$ cat config.mk
export PLATFORM = sky130hd
export DESIGN_NAME = cpu_sequencer
export DESIGN_NICKNAME = d
export VERILOG_FILES = /design/src/rtl/cpu_ctrl_pkg.sv /design/src/rtl/cpu_microcode_rom.sv /design/src/rtl/cpu_sequencer.sv
export SDC_FILE = /design/constraint.sdc
export NUM_CORES = 1
export LEC_CHECK = 0
export CAP_MARGIN = 20
export CORE_MARGIN = 4
export CORE_UTILIZATION = 55
export DETAILED_ROUTE_END_ITERATION = 7
export DONT_BUFFER_PORTS = 1
export GPL_ROUTABILITY_DRIVEN = 0
export PLACE_DENSITY = 0.84
export RECOVER_POWER = 100
export SLEW_MARGIN = 25
export SYNTH_ARGS = -nofsm -noshare
export SYNTH_HDL_FRONTEND = slang
export SYNTH_SLANG_ARGS = --single-unit
$ cat constraint.sdc
create_clock -name clk -period 2.13 [get_ports clk]
set_input_delay 0.426 -clock clk [delete_from_list [all_inputs] [get_ports clk]]
set_output_delay 0.426 -clock clk [all_outputs]
set_load 0.05 [all_outputs]
$ cat src/rtl/cpu_ctrl_pkg.sv
// Shared definitions for the SAP CPU micro-sequencer: control bit positions,
// opcode map, microword layout helpers and the sequencer state type.
`timescale 1ns/1ps
package cpu_ctrl_pkg;

    // Control line bit positions within the control word.
    localparam int EP = 0;
    localparam int LM = 1;
    localparam int C  = 2;
    localparam int LI = 3;
    localparam int EM = 4;
    localparam int LA = 5;
    localparam int LB = 6;
    localparam int LC = 7;
    localparam int LD = 8;
    localparam int EA = 9;
    localparam int EB = 10;
    localparam int EI = 11;
    localparam int ES = 12;
    localparam int LO = 13;
    localparam int LP = 14;

    // Opcode map; anything not listed decodes as a NOP.
    localparam int unsigned OPC_NOP    = 0;
    localparam int unsigned OPC_LD_A   = 1;
    localparam int unsigned OPC_LD_B   = 2;
    localparam int unsigned OPC_ADD_A  = 3;
    localparam int unsigned OPC_OUT_A  = 4;
    localparam int unsigned OPC_LDM_A  = 5;
    localparam int unsigned OPC_JMP    = 6;
    localparam int unsigned OPC_JMP_CN = 8;
    localparam int unsigned OPC_JMP_ZE = 9;
    localparam int unsigned OPC_LONG   = 10;
    localparam int unsigned OPC_HLT    = 15;

    typedef enum logic {
        ST_RUN  = 1'b0,
        ST_HALT = 1'b1
    } seq_state_e;

    // Microword layout, LSB first: ctrl, end, cond_en, cond_pol, cond_sel.
    function automatic int sel_w(input int flag_w);
        return (flag_w > 1) ? $clog2(flag_w) : 1;
    endfunction

    function automatic int mw_end_ofs(input int ctrl_w);
        return ctrl_w;
    endfunction

    function automatic int mw_cen_ofs(input int ctrl_w);
        return ctrl_w + 1;
    endfunction

    function automatic int mw_pol_ofs(input int ctrl_w);
        return ctrl_w + 2;
    endfunction

    function automatic int mw_sel_ofs(input int ctrl_w);
        return ctrl_w + 3;
    endfunction

    function automatic int MW_W(input int ctrl_w, input int flag_w);
        return ctrl_w + 3 + sel_w(flag_w);
    endfunction

endpackage

$ cat src/rtl/cpu_microcode_rom.sv
// Combinational microcode store: (opcode, execute step) -> microword.
// Step 0 here corresponds to t_state 2, the first step after fetch.
`timescale 1ns/1ps
module cpu_microcode_rom
    import cpu_ctrl_pkg::*;
#(
    parameter int OPC_W  = 4,
    parameter int CTRL_W = 15,
    parameter int FLAG_W = 2,
    parameter int MAX_T  = 6,
    localparam int T_W   = $clog2(MAX_T),
    localparam int SEL_W = sel_w(FLAG_W),
    localparam int MWW   = MW_W(CTRL_W, FLAG_W)
) (
    input  logic [OPC_W-1:0] opcode,
    input  logic [T_W-1:0]   step,
    output logic [MWW-1:0]   microword
);

    localparam logic [T_W-1:0] S0 = T_W'(0);
    localparam logic [T_W-1:0] S1 = T_W'(1);
    localparam logic [T_W-1:0] S2 = T_W'(2);
    localparam logic [T_W-1:0] S3 = T_W'(3);

    function automatic logic [CTRL_W-1:0] cb(input int pos);
        return CTRL_W'(1) << pos;
    endfunction

    function automatic logic [MWW-1:0] mw(input logic [CTRL_W-1:0] ctrl, input logic end_b,
                                          input logic cen, input logic pol,
                                          input logic [SEL_W-1:0] sel);
        return {sel, pol, cen, end_b, ctrl};
    endfunction

    always_comb begin
        // Unused steps and undefined opcodes end immediately with no control lines.
        microword = mw('0, 1'b1, 1'b0, 1'b0, '0);
        case (opcode)
            OPC_W'(OPC_LD_A):  if (step == S0) microword = mw(cb(LA) | cb(EI), 1'b1, 1'b0, 1'b0, '0);
            OPC_W'(OPC_LD_B):  if (step == S0) microword = mw(cb(LB) | cb(EI), 1'b1, 1'b0, 1'b0, '0);
            OPC_W'(OPC_OUT_A): if (step == S0) microword = mw(cb(EA) | cb(LO), 1'b1, 1'b0, 1'b0, '0);
            OPC_W'(OPC_JMP):   if (step == S0) microword = mw(cb(EI) | cb(LP), 1'b1, 1'b0, 1'b0, '0);
            OPC_W'(OPC_ADD_A): begin
                case (step)
                    S0:      microword = mw(cb(EI) | cb(LB), 1'b0, 1'b0, 1'b0, '0);
                    S1:      microword = mw(cb(ES) | cb(LA), 1'b1, 1'b0, 1'b0, '0);
                    default: ;
                endcase
            end
            OPC_W'(OPC_LDM_A): begin
                case (step)
                    S0:      microword = mw(cb(EI) | cb(LM), 1'b0, 1'b0, 1'b0, '0);
                    S1:      microword = mw(cb(EM) | cb(LA), 1'b1, 1'b0, 1'b0, '0);
                    default: ;
                endcase
            end
            // Conditional jumps: carry is flag 0, zero is flag 1, jump when set.
            OPC_W'(OPC_JMP_CN): if (step == S0) microword = mw(cb(EI) | cb(LP), 1'b1, 1'b1, 1'b1, SEL_W'(0));
            OPC_W'(OPC_JMP_ZE): if (step == S0) microword = mw(cb(EI) | cb(LP), 1'b1, 1'b1, 1'b1, SEL_W'(1));
            // Never sets end; relies on the MAX_T-1 wrap to terminate.
            OPC_W'(OPC_LONG): begin
                case (step)
                    S0:      microword = mw(cb(EA) | cb(LB), 1'b0, 1'b0, 1'b0, '0);
                    S1:      microword = mw(cb(EB) | cb(LC), 1'b0, 1'b0, 1'b0, '0);
                    S2:      microword = mw(cb(EA) | cb(LD), 1'b0, 1'b0, 1'b0, '0);
                    S3:      microword = mw(cb(EB) | cb(LO), 1'b0, 1'b0, 1'b0, '0);
                    default: ;
                endcase
            end
            default: ;
        endcase
    end

endmodule

$ cat src/rtl/cpu_sequencer.sv
// SAP CPU micro-sequencer: fixed fetch, ROM-driven execute steps, memory stall,
// flag-conditional steps and a HALT state left by a resume pulse.
`timescale 1ns/1ps
module cpu_sequencer
    import cpu_ctrl_pkg::*;
#(
    parameter int OPC_W  = 4,
    parameter int CTRL_W = 15,
    parameter int FLAG_W = 2,
    parameter int MAX_T  = 6,
    localparam int T_W   = $clog2(MAX_T)
) (
    input  logic              clk,
    input  logic              rst,
    input  logic [OPC_W-1:0]  ir_opcode,
    input  logic [FLAG_W-1:0] flags,
    input  logic              mem_ready,
    input  logic              resume,
    output logic [CTRL_W-1:0] control_lines,
    output logic [T_W-1:0]    t_state,
    output logic              halted,
    output logic              instr_done,
    output seq_state_e        state_dbg
);

    localparam int SEL_W   = sel_w(FLAG_W);
    localparam int MWW     = MW_W(CTRL_W, FLAG_W);
    localparam int END_OFS = mw_end_ofs(CTRL_W);
    localparam int CEN_OFS = mw_cen_ofs(CTRL_W);
    localparam int POL_OFS = mw_pol_ofs(CTRL_W);
    localparam int SEL_OFS = mw_sel_ofs(CTRL_W);

    localparam logic [CTRL_W-1:0] FETCH0 = (CTRL_W'(1) << EP) | (CTRL_W'(1) << LM);
    localparam logic [CTRL_W-1:0] FETCH1 = (CTRL_W'(1) << C) | (CTRL_W'(1) << LI) | (CTRL_W'(1) << EM);
    localparam logic [T_W-1:0]    T_LAST = T_W'(MAX_T - 1);

    seq_state_e        state_q, state_d;
    logic [T_W-1:0]    t_q, t_d;
    logic [T_W-1:0]    step;
    logic [MWW-1:0]    mw;
    logic [CTRL_W-1:0] ctrl_raw, ctrl_out;
    logic              end_raw, last_step, cond_ok, stall, done_out;

    assign step = t_q - T_W'(2);

    cpu_microcode_rom #(
        .OPC_W (OPC_W),
        .CTRL_W(CTRL_W),
        .FLAG_W(FLAG_W),
        .MAX_T (MAX_T)
    ) u_rom (
        .opcode   (ir_opcode),
        .step     (step),
        .microword(mw)
    );

    always_ff @(posedge clk or negedge rst) begin
        if (!rst) begin
            state_q <= ST_RUN;
            t_q     <= '0;
        end else begin
            state_q <= state_d;
            t_q     <= t_d;
        end
    end

    // mem_ready is a level: a step touching memory (EM or LM) only completes
    // in a cycle where it is high. resume is sampled only while halted.
    always_comb begin
        state_d   = state_q;
        t_d       = t_q;
        ctrl_raw  = '0;
        end_raw   = 1'b0;
        last_step = 1'b0;
        stall     = 1'b0;
        ctrl_out  = '0;
        done_out  = 1'b0;
        cond_ok   = (flags[mw[SEL_OFS +: SEL_W]] == mw[POL_OFS]);
        case (state_q)
            ST_RUN: begin
                if (t_q == T_W'(0)) begin
                    ctrl_raw = FETCH0;
                end else if (t_q == T_W'(1)) begin
                    ctrl_raw = FETCH1;
                end else if (mw[CEN_OFS] && !cond_ok) begin
                    end_raw = 1'b1;
                end else begin
                    ctrl_raw = mw[CTRL_W-1:0];
                    end_raw  = mw[END_OFS];
                end
                last_step = end_raw || (t_q == T_LAST);
                stall     = !mem_ready && (ctrl_raw[EM] || ctrl_raw[LM]);
                // HALT is decided before the stall so a halting step never waits.
                if ((t_q == T_W'(2)) && (ir_opcode == OPC_W'(OPC_HLT))) begin
                    state_d  = ST_HALT;
                    t_d      = '0;
                    ctrl_out = ctrl_raw;
                    done_out = 1'b1;
                end else if (!stall) begin
                    ctrl_out = ctrl_raw;
                    done_out = last_step;
                    t_d      = last_step ? '0 : t_q + T_W'(1);
                end
            end
            ST_HALT: begin
                t_d = '0;
                if (resume) state_d = ST_RUN;
            end
            default: state_d = ST_RUN;
        endcase
    end

    // Outputs are gated by rst so they drop the moment reset asserts.
    assign control_lines = rst ? ctrl_out : '0;
    assign instr_done    = rst & done_out;
    assign t_state       = t_q;
    assign halted        = (state_q == ST_HALT);
    assign state_dbg     = state_q;

endmodule
==> impl_metrics.yaml, run 1 <==
outcome:
  status: "aborted with a tool error"
  lastStage: "detailed placement (3_5_place_dp)"
  first-error: "[ERROR DPL-0038] Utilization greater than 100%, impossible to legalize"
die:
  die_y_um: 45.19
  start_util: 0.5846
  num_rows: 13
  fp.dieW_um: 45.19
  io_pins: 31
yosys:
  netlist_area_um2: 760.7
  synth.ff_latch_count: 4
  synth_top_area_cell: "dfrtp_1"
  synth.top_cell.area_share: 0.1316
  syn_area_per_cell_um2: 7.532
  synth_edf_count: 0
  synth_ff_type: "dfrtp_1"
  syn_nets: 115
  ys_top_cells_by_area: "dfrtp_1 13%, ha_1 6.6%, buf_4 4.9%"
  async_reset_ff_frac: 1.000
  yosysWarnings: 0
  seq_area_frac_synth: 0.1316
  synth_cells: 101
  synth_cell_types: 43
placed_design:
  portBuffers: 0
==> cells in the mapped netlist (2+ instances only) <==
cell	instances
nor3_1	6
nand4_1	2
o31ai_1	2
a211o_1	2
nor2_1	9
and4bb_2	2
inv_1	5
a22oi_1	2
o211ai_1	2
buf_4	5
nand3_1	2
ha_1	4
nor4_1	4
nor2b_1	3
nand2_1	10
o21ai_0	3
a21oi_1	4
clkbuf_1	2
dfrtp_1	4
nor4b_2	2
buf_1	2
mux2i_1	2
nand2b_1	2
==> cell families after synthesis <==
group           count (synthesis)  synth area share
compound gates                 24            0.2303
fa+ha+maj                       4           0.06579
xor+xnor                        3           0.04442
mux                             2           0.02632
flops                           4            0.1316
buf+inv                        16            0.1151
simple gates                   48            0.3865
==> stage by stage <==
step	TNS [ns]	instances	worst slack [ns]
2_1_floorplan	-7.668	101	-0.6748
3_3_place_gp	-0.6491	140	-0.09159
==> run 2: changes to the inputs <==
Settings changed: CORE_AREA set to 4 4 65 67, CORE_MARGIN 4 to not set, CORE_UTILIZATION 55 to not set, DIE_AREA set to 0 0 69 71, PLACE_DENSITY 0.84 to not set, PLACE_DENSITY_LB_ADDON set to 0.15.
Clock period 2.13 ns to 2.8 ns, I/O delays scaled along.
==> run 2 against run 1 <==
Effect of this change: the run now ends clean; synthesized area did not move; synthesized cell count did not move.
==> impl_metrics.yaml, run 2 <==
routing:
  drcViolationCount: 0
  via_per_inst: 4.912
  ant_nets: 0
  wl_per_cell_um: 14.42
  drtPass1Iterations: 4
  num_vias: 840
  drt-initial-drc-count: 27
  wirelength_um: 2466
clocking:
  clock-root-buffer: "clkbuf_8"
  cts_buffers: 3
  insertion_delay_ns: 0.21
  cts_buffer_depth: 2
  cts.sinks: 4
  cts_tree: "done"
  cts_max_level: 1
  clkTransAtPathRegs_ns: 0.03
global_route:
  track_usage: 0.09864
  grt_pass1_wl_um: 4022
  grt_pass1_vias: 807
  grt_max_degree: 14
  antenna_found_initial: 0
  grt_overflow: 0
layout:
  antennaDiodeCount: 0
  design_area_um2: 1280
  layout-drive-gt1-share: 0.4553
  fill_cells: 389
  final_nets: 138
  finalNonFillerCells: 171
  largest_reg_flops: 3
  utilization: 0.3523
  syn2layout_area_growth_pct: 68.26
  layout_common_cells: "11 x buf_12, 10 x nand2_1, 10 x buf_4"
  layout_commonest_cell: "buf_12"
die:
  start_util: 0.2094
  coreArea_um2: 3633
  fp.dieW_um: 69
  die_y_um: 71
  num_rows: 22
  dieArea_um2: 4899
  io_pins: 31
yosys:
  seq_area_frac_synth: 0.1316
  syn_nets: 115
  synth_edf_count: 0
  netlist_area_um2: 760.7
  synth.ff_latch_count: 4
  synth_top_area_cell: "dfrtp_1"
  synth_cell_types: 43
  synth_cells: 101
  async_reset_ff_frac: 1.000
  synthMostInstantiatedCell: "nand2_1"
  yosysWarnings: 0
  synth.top_cell.area_share: 0.1316
  synth_ff_type: "dfrtp_1"
  syn_area_per_cell_um2: 7.532
  ys_top_cells_by_area: "dfrtp_1 13%, ha_1 6.6%, buf_4 4.9%"
  yosys-top-cells-count: "10 x nand2_1, 9 x nor2_1, 6 x nor3_1"
sta:
  final.setup.worst_slack_ns: 0.1051
  whs_ns: 0.04189
  grt_setup_unrepaired: "false"
  period_share: 0.9625
  hold_viol: 0
  tightest_slew_ns: 1.451
  setup_viol: 0
  drv_slew: 0
  skew_ns: 0.002979
  max_slew_margin: 0.03292
  min_period_ns: 2.695
  tns_ns: 0
  timing.fmax_mhz: 371.1
run:
  drv_cap: 0
worst_setup_path:
  cpPeakStageDelay_ns: 0.47
  cp.arrival_ns: 2.13
  cpMaxStageDelayCell: "dfrtp_4"
  cp-end-kind: "output pin"
  worstPathCellList: "inv_2, ha_2, o21ai_2, and3_4, nand4_4, buf_12, nor4_4, clkbuf_2"
  worst-path-max-fanout: 10
  critical_path_required_ns: 2.24
  cp-start-kind: "flip-flop"
  criticalPathCategory: "reg2out"
pwr:
  leakage_nw: 0.4792
  totalPowerFinal_uw: 969.6
  power_density_nw_per_um2: 757.5
  vdd_drop_max_mv: 0.5121
placed_design:
  dp_cells: 162
  dp.final_hpwl_um: 1951
  portBuffers: 0
  place_ws_ns: 0.1592
  dpl-instance-area_um2: 1264
outcome:
  status: "finished, final reports clean"
min_path:
  hold_class: "in2async"
run 2: where the power goes:
group / internal, mW / switching (mW)
sequential: 0.0823 / 0.0415
combinational: 0.263 / 0.458
clock: 0.0970 / 0.0278
total: 0.443 / 0.527
run 2: layout make-up:
cell class | count | area (um2) | share of cell area
tap | 48 | 60.06 | 0.04692
clock buffer | 4 | 45.04 | 0.03519
timing repair buffer | 29 | 330.3 | 0.2581
sequential | 4 | 106.4 | 0.08309
inverter | 5 | 18.77 | 0.01466
multi-input combinational | 81 | 719.4 | 0.5621
run 2: critical path: cells and delay by family (launching register included):
family          cells  cell delay (ns)
compound gates      1             0.18
simple gates        3             0.52
fa+ha+maj           1             0.19
flops               1             0.47
buf+inv             3             0.55
run 2: repair_timing:
item | in CTS | in global routing
hold buffers | 0 | 0
gates resized for setup | 0 | 2
pin swaps | 1 | 2
hold endpoints to repair | 0 | 0
setup buffers | 1 | 4
setup endpoints to repair | 9 | 2
run 2: cell families (layout without fill, tap and decap cells):
kind of cell,after synthesis,count (layout),synth area share
mux,2,2,0.02632
xor+xnor,3,3,0.04442
flops,4,4,0.1316
compound gates,24,24,0.2303
buf+inv,16,38,0.1151
fa+ha+maj,4,4,0.06579
simple gates,48,48,0.3865
run 2: final timing paths:
check,endpoint,cells after the start,startpoint,slack (ns)
setup / recovery,control_lines[9],8,t_state[1],0.11
hold / removal,t_state[0],0,rst,0.04
setup reg to reg,t_state[2],6,t_state[1],0.83
hold reg to reg,t_state[0],1,t_state[0],0.53
max in group asynchronous,t_state[2],0,rst,2.68
min in group clk,halted,1,resume,0.45
run 2: routing by layer:
metal	part of all wire	global-route usage	vias to the layer above
met1	0.46	0.1231	403
met4	0	0.01302	0
li1	-	-	422
met3	0.036	0.02841	0
met2	0.50	0.1727	15
met5	0	0	-
No activity file was read; power rests on OpenSTA's default activity.
==> run 3: changes to the inputs <==
Settings changed: CAP_MARGIN 20 to not set, CORE_AREA 4 4 65 67 to 2 2 63 65, DIE_AREA 0 0 69 71 to 0 0 65 67.
==> run 3 against run 2 <==
Effect of this change: clock power hardly changed; clock skew increased by 0.00081 ns; sequential share of layout area fell by 0.088 points; via count up 0.48%; global-route usage increased by 1.9 points; cell count did not move; maximum frequency grew 0.93%; hold slack got worse by 0.0027 ns; critical path depth unchanged; utilization is 0.65 points higher; largest cell class unchanged.
==> impl_metrics.yaml, run 3 (synthesis results as in run 2) <==
layout:
  largest_reg_flops: 3
  final_nets: 138
  layout_common_cells: "10 x nand2_1, 9 x nor2_1, 9 x buf_12"
  layout-drive-gt1-share: 0.4553
  layout_commonest_cell: "nand2_1"
  utilization: 0.3588
  syn2layout_area_growth_pct: 70.07
  antennaDiodeCount: 0
  design_area_um2: 1294
routing:
  drt-initial-drc-count: 53
  wl_met2_um: 1195
  drcViolationCount: 0
  drtPass1Iterations: 4
  top_layer: "met3"
  ant_nets: 0
  num_vias: 844
  via_per_inst: 4.936
  wl_met1_um: 1020
  wirelength_um: 2353
  wl_per_cell_um: 13.76
  wl_met3_um: 138
clocking:
  insertion_delay_ns: 0.22
  cts_tree: "done"
  cts_buffer_depth: 2
  clock-root-buffer: "clkbuf_8"
  clkTransAtPathRegs_ns: 0.03
  cts_hold_buf: 0
  cts.sinks: 4
  cts_max_level: 1
  cts_buffers: 3
global_route:
  grt_max_degree: 14
  grt_overflow: 0
  grt_pass1_wl_um: 4022
  antenna_found_initial: 0
  grt_pass1_vias: 868
  track_usage: 0.1178
pwr:
  leakage_nw: 0.5166
  seqPwrFrac: 0.124
  p_sw_frac: 0.5604
  p_int_uw: 428.2
  vdd_drop_max_mv: 0.5293
  p_clk_frac: 0.129
  power_density_nw_per_um2: 752.8
  p_sw_uw: 545.8
  p_comb_frac: 0.746
placed_design:
  portBuffers: 0
  dpl-instance-area_um2: 1264
  dp.final_hpwl_um: 1874
die:
  io_pins: 31
  coreArea_um2: 3606
  num_rows: 22
  start_util: 0.2110
  die_y_um: 67
  fp.dieW_um: 65
  dieArea_um2: 4355
sta:
  period_share: 0.9536
  timing.fmax_mhz: 374.5
  tns_ns: 0
  tightest_slew_ns: 1.435
  drv_slew: 0
  max_slew_margin: 0.04312
  hold_viol: 0
  grt_setup_unrepaired: "false"
  min_period_ns: 2.670
  setup_viol: 0
  skew_ns: 0.003786
worst_setup_path:
  critical_path_required_ns: 2.24
  r2r_slack_ns: 0.77
  cp-start-kind: "flip-flop"
  cp.arrival_ns: 2.11
  criticalPathCategory: "reg2out"
  cp-end-kind: "output pin"
  worst-path-max-fanout: 7
run:
  drv_cap: 0
min_path:
  hold_class: "in2async"
outcome:
  status: "finished, final reports clean"
run 3: cell count changes in the layout (fill, tap and decap cells not counted), sizes merged:
| cell | delta |
|---|---|
| clkbuf | +1 |
| buf | -1 |
run 3: layer usage:
metal / vias up / global-route usage
met2: 20 / 0.1972
li1: 424 / -
met4: 0 / 0.04255
met5: - / 0
met3: 0 / 0.02196
met1: 400 / 0.1501
run 3: worst max-delay path: stages (launching register included):
cell and delay [ns]:
dfrtp_4 0.47, inv_2 0.07, ha_2 0.19, o21ai_2 0.16, and3_1 0.23, nand4_4 0.13
buf_6 0.20, nor4_4 0.26, buf_12 0.18
run 3: cell type report:
cell class | count | area, um2
inverter | 5 | 18.77
timing repair buffer | 29 | 310.3
multi-input combinational | 81 | 753.2
fill | 383 | 2312
clock buffer | 4 | 45.04
sequential | 4 | 106.4
tap | 48 | 60.06
run 3: power by group through the flow:
stage / Sequential (mW) / Clock [mW] / Combinational, mW
after global placement: 0.121 / 0 / 0.723
after detailed placement: 0.123 / 0 / 0.723
after floorplan: 0.169 / 0 / 0.512
after CTS: 0.122 / 0.130 / 0.752
after global routing: 0.127 / 0.139 / 0.786
final: 0.121 / 0.126 / 0.727
run 3: final timing paths:
path | from | endpoint | cells past startpoint
max | t_state[1] | control_lines[12] | 8
min | rst | t_state[0] | 0
max reg2reg | t_state[1] | t_state[2] | 6
min reg2reg | t_state[2] | t_state[2] | 1
max in group asynchronous | rst | t_state[2] | 0
min in group clk | resume | halted | 1
run 3: per-stage QoR:
stage | worst slack [ns] | hold WS, ns | instances | total power [mW]
6_report | 0.1300 | 0.03917 | 171 | 0.9740
5_1_grt | 0.01157 | 0.02379 | 171 | 1.052
4_1_cts | 0.1263 | 0.03252 | 169 | 1.005
3_5_place_dp | 0.1631 | 0.2646 | 162 | 0.8461
3_3_place_gp | 0.1919 | 0.2645 | 162 | 0.8443
2_1_floorplan | -0.1457 | 0.2644 | 101 | 0.6809
run 3: timing repair:
action	in CTS	in global routing
buffers inserted	3	2
resized for setup	0	1
endpoints found under the setup margin	5	3
pin swaps	1	1
gates cloned	0	0
